**src/rtl/riscv_pipe_pkg.sv**
```systemverilog
// Shared encodings and stage-register layouts for the pipeline control path.
package riscv_pipe_pkg;

  localparam int REG_ADDR_W = 5;

  typedef logic [REG_ADDR_W-1:0] reg_addr_t;

  typedef enum logic [1:0] {
    RES_ALU = 2'b00,
    RES_MEM = 2'b01,
    RES_PC4 = 2'b10
  } result_src_t;

  typedef enum logic [1:0] {
    FWD_RF  = 2'b00,
    FWD_WB  = 2'b01,
    FWD_MEM = 2'b10
  } fwd_t;

  typedef struct packed {
    logic       reg_write;
    logic [1:0] result_src;
    logic       mem_write;
    logic       jump;
    logic       branch;
    logic [2:0] alu_control;
    logic       alu_src;
    reg_addr_t  rs1;
    reg_addr_t  rs2;
    reg_addr_t  rd;
  } e_stage_t;

  typedef struct packed {
    logic       reg_write;
    logic [1:0] result_src;
    logic       mem_write;
    reg_addr_t  rd;
  } m_stage_t;

  typedef struct packed {
    logic       reg_write;
    logic [1:0] result_src;
    reg_addr_t  rd;
  } w_stage_t;

  // The younger producer (M) wins; x0 is hardwired zero and never forwarded.
  function automatic fwd_t fwd_sel(reg_addr_t rs, logic reg_write_m, reg_addr_t rd_m,
                                   logic reg_write_w, reg_addr_t rd_w);
    if (rs != '0 && reg_write_m && rd_m == rs) return FWD_MEM;
    if (rs != '0 && reg_write_w && rd_w == rs) return FWD_WB;
    return FWD_RF;
  endfunction

endpackage

```
**src/rtl/ctrl_hazard_pipe_if.sv**
```systemverilog
// Decoder-side control inputs and hazard/stage outputs of the pipeline control block.
interface ctrl_hazard_pipe_if;
  import riscv_pipe_pkg::*;

  logic [1:0]  ResultSrcD;
  logic        MemWriteD;
  logic        ALUSrcD;
  logic        RegWriteD;
  logic        JumpD;
  logic        BranchD;
  logic [2:0]  ALUControlD;
  reg_addr_t   Rs1D;
  reg_addr_t   Rs2D;
  reg_addr_t   RdD;
  logic        ZeroE;

  logic        StallF;
  logic        StallD;
  logic        FlushD;
  logic        FlushE;
  logic [1:0]  ForwardAE;
  logic [1:0]  ForwardBE;
  logic        PCSrcE;
  logic        ALUSrcE;
  logic [2:0]  ALUControlE;
  logic        MemWriteM;
  logic [1:0]  ResultSrcW;
  logic        RegWriteW;
  reg_addr_t   RdW;

  modport master (
    output ResultSrcD, MemWriteD, ALUSrcD, RegWriteD, JumpD, BranchD,
           ALUControlD, Rs1D, Rs2D, RdD, ZeroE,
    input  StallF, StallD, FlushD, FlushE, ForwardAE, ForwardBE, PCSrcE,
           ALUSrcE, ALUControlE, MemWriteM, ResultSrcW, RegWriteW, RdW
  );

  modport slave (
    input  ResultSrcD, MemWriteD, ALUSrcD, RegWriteD, JumpD, BranchD,
           ALUControlD, Rs1D, Rs2D, RdD, ZeroE,
    output StallF, StallD, FlushD, FlushE, ForwardAE, ForwardBE, PCSrcE,
           ALUSrcE, ALUControlE, MemWriteM, ResultSrcW, RegWriteW, RdW
  );

endinterface

```
**src/rtl/hazard_unit.sv**
```systemverilog
// Combinational load-use stall, control-flow flush and operand-forward selection.
module hazard_unit
  import riscv_pipe_pkg::*;
(
  input  logic [1:0] result_src_e,
  input  reg_addr_t  rs1_d,
  input  reg_addr_t  rs2_d,
  input  reg_addr_t  rs1_e,
  input  reg_addr_t  rs2_e,
  input  reg_addr_t  rd_e,
  input  logic       branch_e,
  input  logic       jump_e,
  input  logic       zero_e,
  input  logic       reg_write_m,
  input  reg_addr_t  rd_m,
  input  logic       reg_write_w,
  input  reg_addr_t  rd_w,
  output logic       stall_f,
  output logic       stall_d,
  output logic       flush_d,
  output logic       flush_e,
  output logic       pc_src_e,
  output logic [1:0] forward_ae,
  output logic [1:0] forward_be
);

  logic lw_stall;

  // E holds a single instruction, so a load stall and a taken branch/jump cannot coincide.
  assign lw_stall = (result_src_e == RES_MEM) && (rd_e != '0) &&
                    ((rs1_d == rd_e) || (rs2_d == rd_e));
  assign pc_src_e = (branch_e & zero_e) | jump_e;

  assign stall_f  = lw_stall;
  assign stall_d  = lw_stall;
  assign flush_d  = pc_src_e;
  assign flush_e  = lw_stall | pc_src_e;

  assign forward_ae = fwd_sel(rs1_e, reg_write_m, rd_m, reg_write_w, rd_w);
  assign forward_be = fwd_sel(rs2_e, reg_write_m, rd_m, reg_write_w, rd_w);

endmodule

```
**src/rtl/ctrl_hazard_pipe.sv**
```systemverilog
// E/M/W control stage registers with hazard detection for a 5-stage in-order pipeline.
module ctrl_hazard_pipe
  import riscv_pipe_pkg::*;
(
  input logic               clk,
  input logic               reset,
  ctrl_hazard_pipe_if.slave bus
);

  e_stage_t e_d, e_q;
  m_stage_t m_q;
  w_stage_t w_q;

  logic       stall_f, stall_d, flush_d, flush_e, pc_src_e;
  logic [1:0] forward_ae, forward_be;

  assign e_d = '{reg_write:   bus.RegWriteD,
                 result_src:  bus.ResultSrcD,
                 mem_write:   bus.MemWriteD,
                 jump:        bus.JumpD,
                 branch:      bus.BranchD,
                 alu_control: bus.ALUControlD,
                 alu_src:     bus.ALUSrcD,
                 rs1:         bus.Rs1D,
                 rs2:         bus.Rs2D,
                 rd:          bus.RdD};

  // A flushed E slot becomes an all-zero bubble: no write, no store, no branch.
  always_ff @(posedge clk or posedge reset) begin
    if (reset) begin
      e_q <= '0;
      m_q <= '0;
      w_q <= '0;
    end else begin
      e_q <= flush_e ? '0 : e_d;
      m_q <= '{reg_write:  e_q.reg_write,
               result_src: e_q.result_src,
               mem_write:  e_q.mem_write,
               rd:         e_q.rd};
      w_q <= '{reg_write:  m_q.reg_write,
               result_src: m_q.result_src,
               rd:         m_q.rd};
    end
  end

  hazard_unit u_hazard (
    .result_src_e (e_q.result_src),
    .rs1_d        (bus.Rs1D),
    .rs2_d        (bus.Rs2D),
    .rs1_e        (e_q.rs1),
    .rs2_e        (e_q.rs2),
    .rd_e         (e_q.rd),
    .branch_e     (e_q.branch),
    .jump_e       (e_q.jump),
    .zero_e       (bus.ZeroE),
    .reg_write_m  (m_q.reg_write),
    .rd_m         (m_q.rd),
    .reg_write_w  (w_q.reg_write),
    .rd_w         (w_q.rd),
    .stall_f      (stall_f),
    .stall_d      (stall_d),
    .flush_d      (flush_d),
    .flush_e      (flush_e),
    .pc_src_e     (pc_src_e),
    .forward_ae   (forward_ae),
    .forward_be   (forward_be)
  );

  assign bus.StallF      = stall_f;
  assign bus.StallD      = stall_d;
  assign bus.FlushD      = flush_d;
  assign bus.FlushE      = flush_e;
  assign bus.PCSrcE      = pc_src_e;
  assign bus.ForwardAE   = forward_ae;
  assign bus.ForwardBE   = forward_be;
  assign bus.ALUSrcE     = e_q.alu_src;
  assign bus.ALUControlE = e_q.alu_control;
  assign bus.MemWriteM   = m_q.mem_write;
  assign bus.ResultSrcW  = w_q.result_src;
  assign bus.RegWriteW   = w_q.reg_write;
  assign bus.RdW         = w_q.rd;

endmodule

```
**src/flat_wrapper.sv**
```systemverilog
// flat-port wrapper written by rule: the top's interface ports become plain ports
module ctrl_hazard_pipe_flat import riscv_pipe_pkg::*;
  (clk, reset, bus_ResultSrcD, bus_MemWriteD, bus_ALUSrcD, bus_RegWriteD, bus_JumpD, bus_BranchD, bus_ALUControlD, bus_Rs1D, bus_Rs2D, bus_RdD, bus_ZeroE, bus_StallF, bus_StallD, bus_FlushD, bus_FlushE, bus_ForwardAE, bus_ForwardBE, bus_PCSrcE, bus_ALUSrcE, bus_ALUControlE, bus_MemWriteM, bus_ResultSrcW, bus_RegWriteW, bus_RdW);
  ctrl_hazard_pipe_if bus_i ();
  input logic clk;
  input logic reset;
  input wire logic [$bits(bus_i.ResultSrcD)-1:0] bus_ResultSrcD;
  input wire logic [$bits(bus_i.MemWriteD)-1:0] bus_MemWriteD;
  input wire logic [$bits(bus_i.ALUSrcD)-1:0] bus_ALUSrcD;
  input wire logic [$bits(bus_i.RegWriteD)-1:0] bus_RegWriteD;
  input wire logic [$bits(bus_i.JumpD)-1:0] bus_JumpD;
  input wire logic [$bits(bus_i.BranchD)-1:0] bus_BranchD;
  input wire logic [$bits(bus_i.ALUControlD)-1:0] bus_ALUControlD;
  input wire logic [$bits(bus_i.Rs1D)-1:0] bus_Rs1D;
  input wire logic [$bits(bus_i.Rs2D)-1:0] bus_Rs2D;
  input wire logic [$bits(bus_i.RdD)-1:0] bus_RdD;
  input wire logic [$bits(bus_i.ZeroE)-1:0] bus_ZeroE;
  output wire logic [$bits(bus_i.StallF)-1:0] bus_StallF;
  output wire logic [$bits(bus_i.StallD)-1:0] bus_StallD;
  output wire logic [$bits(bus_i.FlushD)-1:0] bus_FlushD;
  output wire logic [$bits(bus_i.FlushE)-1:0] bus_FlushE;
  output wire logic [$bits(bus_i.ForwardAE)-1:0] bus_ForwardAE;
  output wire logic [$bits(bus_i.ForwardBE)-1:0] bus_ForwardBE;
  output wire logic [$bits(bus_i.PCSrcE)-1:0] bus_PCSrcE;
  output wire logic [$bits(bus_i.ALUSrcE)-1:0] bus_ALUSrcE;
  output wire logic [$bits(bus_i.ALUControlE)-1:0] bus_ALUControlE;
  output wire logic [$bits(bus_i.MemWriteM)-1:0] bus_MemWriteM;
  output wire logic [$bits(bus_i.ResultSrcW)-1:0] bus_ResultSrcW;
  output wire logic [$bits(bus_i.RegWriteW)-1:0] bus_RegWriteW;
  output wire logic [$bits(bus_i.RdW)-1:0] bus_RdW;
  assign bus_i.ResultSrcD = bus_ResultSrcD;
  assign bus_i.MemWriteD = bus_MemWriteD;
  assign bus_i.ALUSrcD = bus_ALUSrcD;
  assign bus_i.RegWriteD = bus_RegWriteD;
  assign bus_i.JumpD = bus_JumpD;
  assign bus_i.BranchD = bus_BranchD;
  assign bus_i.ALUControlD = bus_ALUControlD;
  assign bus_i.Rs1D = bus_Rs1D;
  assign bus_i.Rs2D = bus_Rs2D;
  assign bus_i.RdD = bus_RdD;
  assign bus_i.ZeroE = bus_ZeroE;
  assign bus_StallF = bus_i.StallF;
  assign bus_StallD = bus_i.StallD;
  assign bus_FlushD = bus_i.FlushD;
  assign bus_FlushE = bus_i.FlushE;
  assign bus_ForwardAE = bus_i.ForwardAE;
  assign bus_ForwardBE = bus_i.ForwardBE;
  assign bus_PCSrcE = bus_i.PCSrcE;
  assign bus_ALUSrcE = bus_i.ALUSrcE;
  assign bus_ALUControlE = bus_i.ALUControlE;
  assign bus_MemWriteM = bus_i.MemWriteM;
  assign bus_ResultSrcW = bus_i.ResultSrcW;
  assign bus_RegWriteW = bus_i.RegWriteW;
  assign bus_RdW = bus_i.RdW;
  ctrl_hazard_pipe u_core (.clk(clk), .reset(reset), .bus(bus_i));
endmodule
```
**config.mk**
```make
export PLATFORM = sky130hd
export DESIGN_NAME = ctrl_hazard_pipe_flat
export DESIGN_NICKNAME = d
export VERILOG_FILES = /design/src/rtl/riscv_pipe_pkg.sv /design/src/rtl/ctrl_hazard_pipe_if.sv /design/src/rtl/hazard_unit.sv /design/src/rtl/ctrl_hazard_pipe.sv /design/src/flat_wrapper.sv
export SDC_FILE = /design/constraint.sdc
export NUM_CORES = 1
export LEC_CHECK = 0
export BUFFER_PORTS_ARGS = -buffer_cell sky130_fd_sc_hd__buf_2
export CORE_UTILIZATION = 40
export CTS_BUF_LIST = sky130_fd_sc_hd__clkbuf_4 sky130_fd_sc_hd__clkbuf_8 sky130_fd_sc_hd__clkbuf_16
export CTS_CLUSTER_SIZE = 12
export DETAILED_ROUTE_END_ITERATION = 10
export GPL_TIMING_DRIVEN = 0
export PLACE_DENSITY = 0.65
export SYNTH_ARGS = -nofsm -noshare
export SYNTH_HDL_FRONTEND = slang
export SYNTH_HIERARCHICAL = 1
export SYNTH_SLANG_ARGS = --single-unit
```
**constraint.sdc**
```tcl
create_clock -name clk -period 2.7 [get_ports clk]
set_clock_uncertainty 0.05 [all_clocks]
set_input_delay 0.135 -clock clk [delete_from_list [all_inputs] [get_ports clk]]
set_output_delay 0.135 -clock clk [all_outputs]
set_load 0.1 [all_outputs]
```
# ---- After elaboration in Yosys (flattened, before gate mapping)
# Cells that the tools add are included.
dict set report totals {
  ff_bits 42
  out_inout_bits 22
  wordCells 56
}
dict set report classes {
  eq_ne 7
  muxes 15
  bitwise_logic 3
  n_reduce_logical 14
}
# op n
set ops {}
lappend ops {{$eq A5 B5 Y1} 6}
lappend ops {{$mux W25} 1}
lappend ops {{$mux W2} 8}
lappend ops {{$reduce_bool A5 Y1} 3}
lappend ops {{$logic_and A1 B1 Y1} 10}
lappend ops {{$mux W1} 6}
lappend ops {{$eq A2 B1 Y1 const B} 1}
lappend ops {{$or A1 B1 Y1} 2}
lappend ops {{$and A1 B1 Y1} 1}
lappend ops {{$logic_or A1 B1 Y1} 1}

# ---- Longest topological paths before layout
dict set report depth {
  word_depth 7
  depth_mapped 6
  mapped_depth_nobuf 5
}

# ---- Hierarchy
# The synthesis kept the hierarchy.
# module n_inst cells_each area_per_inst_um2 seq_area_each_um2
set modules_own_cells {}
lappend modules_own_cells {ctrl_hazard_pipe 1 73 1249.9 1051.0}
lappend modules_own_cells {hazard_unit 1 58 469.2 0.0}

# ---- Worst setup path before layout
# Ideal clock, no wire load.
dict set report synth_path {
  path_kind {reg2reg}
  startpoint {register u_core/e_q[2] (netlist name)}
  endpoint {register u_core.e_q, in the netlist u_core/bus.ALUControlE[0]}
  setup_ps 124
  arrival_ps 5041
  required_ps 2526
  slack_ps -2516
  stages_incl_launch_ff 7
  period_less_slack_ps 5216
  cell_sequence {dfrtp_1 -> xor2_1 -> nor3_1 -> a22oi_1 -> o41ai_1 -> buf_4 -> nor2b_1}
}
dict set report synth_via {
  elab_chain_cells 5
}
# element line_no
set synth_lines {}
lappend synth_lines {{start: declaration} ctrl_hazard_pipe.sv:10} ;# e_stage_t e_d, e_q;
lappend synth_lines {{start signal: assignment} ctrl_hazard_pipe.sv:35} ;# e_q <= flush_e ? '0 : e_d;
lappend synth_lines {{$eq A5 B5 Y1 / $reduce_bool A5 Y1 (equally long branches)} {hazard_unit.sv:31, hazard_unit.sv:30}}
lappend synth_lines {{$logic_or A1 B1 Y1 / $logic_and A1 B1 Y1 (equally long branches)} {hazard_unit.sv:31, hazard_unit.sv:30}}
lappend synth_lines {{$logic_and A1 B1 Y1 (*)} hazard_unit.sv:30} ;# assign lw_stall = (result_src_e == RES_MEM) && (rd_e != '0) &&
lappend synth_lines {{$or A1 B1 Y1 (*)} hazard_unit.sv:37} ;# assign flush_e = lw_stall | pc_src_e;
lappend synth_lines {{net bus_FlushE} flat_wrapper.sv:21} ;# output wire logic [$bits(bus_i.FlushE)-1:0] bus_FlushE;
lappend synth_lines {{$mux W25 (*)} ctrl_hazard_pipe.sv:35}
# Mark *: on every way through the listed nets, which the timed path passes. The rest lies on a longest branch.

# ---- Worst setup path in the final report
dict set report layout_path {
  startpoint {register u_core/e_q[0] (netlist name)}
  endpoint {output bus_FlushE}
}
dict set report layout_via {
  elab_chain_cells 4
}
# element line_no
set layout_lines {}
lappend layout_lines {{$eq A5 B5 Y1 / $reduce_bool A5 Y1 (equally long branches)} {hazard_unit.sv:31, hazard_unit.sv:30}}
lappend layout_lines {{$logic_or A1 B1 Y1 / $logic_and A1 B1 Y1 (equally long branches)} {hazard_unit.sv:31, hazard_unit.sv:30}}
lappend layout_lines {{$logic_and A1 B1 Y1 (*)} hazard_unit.sv:30}
lappend layout_lines {{$or A1 B1 Y1 (*)} hazard_unit.sv:37}
lappend layout_lines {{end: declaration} flat_wrapper.sv:21}
# Mark *: on every way between the ends. The rest lies on a longest branch, timed or not.

==> impl_metrics.csv <==
group,metric,value,unit
run_status,outcome,"completed",
worst_hold_path,hp-class,"in -> reg",
floorplanning,io_pins,50,
cells_and_area,drive_gt1_share,39.5,%
placed_design,portBuffers,49,
timing,hold_viol_final,0,
global_route,grt_pass1_wl,5180,um
floorplanning,die_h,67.6,um
setup_path,crit_chain,"xor2_1, nor3_1, a22oi_1, o41ai_4, buf_2",
timing,max_freq,0.407,GHz
worst_hold_path,whs_path_depth,2,
clock_network,root_buffer,"clkbuf_8",
global_route,overflow,0,
logic_synthesis,synth.distinct_cells,19,
job,drv_cap,0,
clock_network,cts_made_buffers,5,
timing,slew-limit-headroom,45.1,%
setup_path,critPathSlowestCell,"buf_2",
logic_synthesis,avgSynthCellArea,13.1,um2
timing,whs,8.36,ps
global_route,grt_pass1_vias,1172,
timing,post-route-period-util,91.0,%
power,power_per_cell_area,737,nW/um2
cells_and_area,seq_area,1050,um2
global_route,grt_use_met2,27.4,%
logic_synthesis,yosysWarnings,6,
timing,final_max_slew_viol_count,0,
timing,final.min_clock_period,2460,ps
logic_synthesis,synth.yosys.seq_area_share,61.1,%
global_route,antenna_found_initial,0,
timing,tightest_slew,822,ps
setup_path,r2r-end,"u_core/e_q[6]",
global_route,grt.total_usage,15.9,%
logic_synthesis,syn_nets,159,
power,vdd_drop_max,0.321,mV
clock_network,htree_levels,2,
setup_path,critPathLaunchType,"flop",
logic_synthesis,ys_top_cells_by_area,"dfrtp_1 61%, nor2b_1 8.7%, xnor2_1 8.2%",
cells_and_area,finish.utilization,54.4,%
logic_synthesis,syn_area,1720,um2
cells_and_area,n_fill_cell,354,
setup_path,r2r_slack,760,ps
setup_path,rr_startpoint,"u_core/e_q[0]",
setup_path,required,2520,ps
drt,drcViolationCount,0,
clock_network,clock_latency,290,ps
floorplanning,die_w,67.6,um
timing,setup_viol,0,
floorplanning,row_count,23,
floorplanning,start_util,42.4,%
drt,initialDrtViolationCount,52,
placed_design,dp_hpwl,2420,um
global_route,grt_max_degree,43,
drt,drt-total-wl,3050,um
logic_synthesis,yosys_register_bits,42,
global_route,met1_usage,17.5,%
cells_and_area,antenna_cells,0,
drt,firstDrtPassIters,3,
floorplanning,core-area,4060,um2
logic_synthesis,synth_cells,131,
power,total_leakage_power,1.06,nW
setup_path,crit_fanout,8,
cells_and_area,area_growth,28.3,%
drt,vias,1087,
setup_path,cpPeakStageDelay,520,ps
worst_hold_path,holdCritStartpoint,"bus_ALUSrcD",
drt,via_per_inst,4.53,
clock_network,clockBufferDepth,2,
drt,detail-route-antenna-nets,0,
cells_and_area,multiInputGateArea,673,um2
worst_hold_path,hold_end,"u_core/bus.ALUSrcE",
global_route,grt_use_met3,4.56,%
clock_network,cts_tree,"yes",
setup_path,end_kind,"primary output",
setup_path,critPathArrivalTime,2270,ps
setup_path,critPathKind,"reg -> out",
logic_synthesis,yosysTopAreaCell,"dfrtp_1",
clock_network,clk_pin_slew,80,ps
floorplanning,design.die.area,4560,um2
power,p_total,0.00163,W
setup_path,cp-startpoint,"u_core/e_q[0]",
timing,setup_tns,0,ps
setup_path,reg2regPathDepth,6,
drt,wl_per_cell,12.7,um
logic_synthesis,synth_top_area_share,61.1,%
placed_design,place.gp.congestion,0.769,
clock_network,ctsResizeCount,0,
timing,rsz0062_at_grt,"no",
cells_and_area,fin_nets,217,
clock_network,clock-sinks,42,
global_route,grt.busiest_layer,"met2",
## metal layers
metal,share of wire [%],vias to the layer above
li1,-,534
met1,40,512
met2,51,34
met3,6.8,7
met4,2.0,0
met5,0,-
## Yosys cell counts, drive strengths merged
library cell / number
nor3: 2
a22oi: 1
buf: 7
nand2: 2
inv: 3
or4: 3
nor4: 5
nand4: 4
xor2: 14
xnor2: 16
and2b: 1
o41ai: 1
nor2b: 24
dfrtp: 42
nor2: 5
a21oi: 1
## worst max-delay path: cells and delay by family (launching register included)
kind,cells,cell delay (ps)
AO/OA/AOI/OAI,2,620
AND/OR/NAND/NOR,1,220
buffers and inverters,1,520
flip-flops,1,430
XOR/XNOR,1,190
## cell type report
class,instances,area share (%)
plain buffers,7,2.38
clock buffers,6,3.46
clock inverters,2,0.624
inverters,3,0.510
multi-input cells,79,30.5
flip-flops and latches,42,47.6
well taps,50,2.84
repair buffers,51,12.0
## flip-flops by register name (all words and copies together), names as in the netlist
signal	flops
u_core/bus.RegWriteW	1
u_core/bus.ALUControlE	3
u_core/bus.ResultSrcW	2
u_core/e_q	21
u_core/m_q	8
u_core/bus.ALUSrcE	1
u_core/bus.RdW	5
u_core/bus.MemWriteM	1
## logic make-up (layout without fill, tap and decap cells)
group / count (synthesis) / after routing / share of synthesized area (%)
compound gates: 3 / 3 / 1.24
simple gates: 46 / 46 / 18.6
buf+inv: 10 / 69 / 3.71
xor+xnor: 30 / 30 / 15.3
flops: 42 / 42 / 61.1
## power breakdown
group	internal, W	switching, W
clock network	0.000192	0.000203
registers	0.000694	0.0000608
logic	0.000133	0.000343
total	0.00102	0.000607
## cell usage in the layout, fill, tap and decap left out
| cell type | Yosys | final |
|---|---|---|
| a21oi_1 | 1 | 1 |
| and2b_1 | 1 | 1 |
| nor2b_1 | 24 | 24 |
| clkinv_4 | 0 | 1 |
| or4_1 | 1 | 1 |
| or4_4 | 2 | 2 |
| nor3_1 | 2 | 2 |
| clkbuf_4 | 0 | 1 |
| o41ai_4 | 0 | 1 |
| inv_2 | 0 | 1 |
| nor2_1 | 3 | 3 |
| a22oi_1 | 1 | 1 |
| clkbuf_8 | 0 | 5 |
| xor2_1 | 14 | 14 |
| inv_1 | 3 | 2 |
| clkinv_2 | 0 | 1 |
| nand2_1 | 2 | 2 |
| nor4_4 | 0 | 5 |
| buf_2 | 0 | 49 |
| dfrtp_1 | 42 | 42 |
| xnor2_1 | 16 | 16 |
| nor2_4 | 2 | 2 |
| nand4_1 | 4 | 4 |
| dlygate4sd3_1 | 0 | 2 |
| buf_4 | 7 | 7 |
## worst max-delay path by stage
| stage | endpoint | cells after the start |
|---|---|---|
| final | bus_FlushE | 5 |
| after CTS | bus_FlushE | 5 |
| after global routing | bus_FlushE | 5 |
| after floorplan | u_core/bus.ALUControlE[0] | 6 |
| after detailed placement | bus_FlushE | 5 |
| after global placement | bus_FlushE | 5 |
## repair_timing
| action | CTS | global route |
|---|---|---|
| hold buffers | 1 | 1 |
| hold endpoints to repair | 42 | 1 |
| setup buffers | 0 | 0 |
| endpoints found under the setup margin | 0 | 0 |
## per-stage QoR
step | worst slack (ps) | std cells | instance area (um2)
floorplan | 22.0 | 131 | 1790
global placement | 593 | 230 | 2100
detailed placement | 546 | 230 | 2100
CTS | 221 | 239 | 2200
global route | 137 | 240 | 2210
finish | 243 | 240 | 2210
No activity file was read; power rests on OpenSTA's default activity.
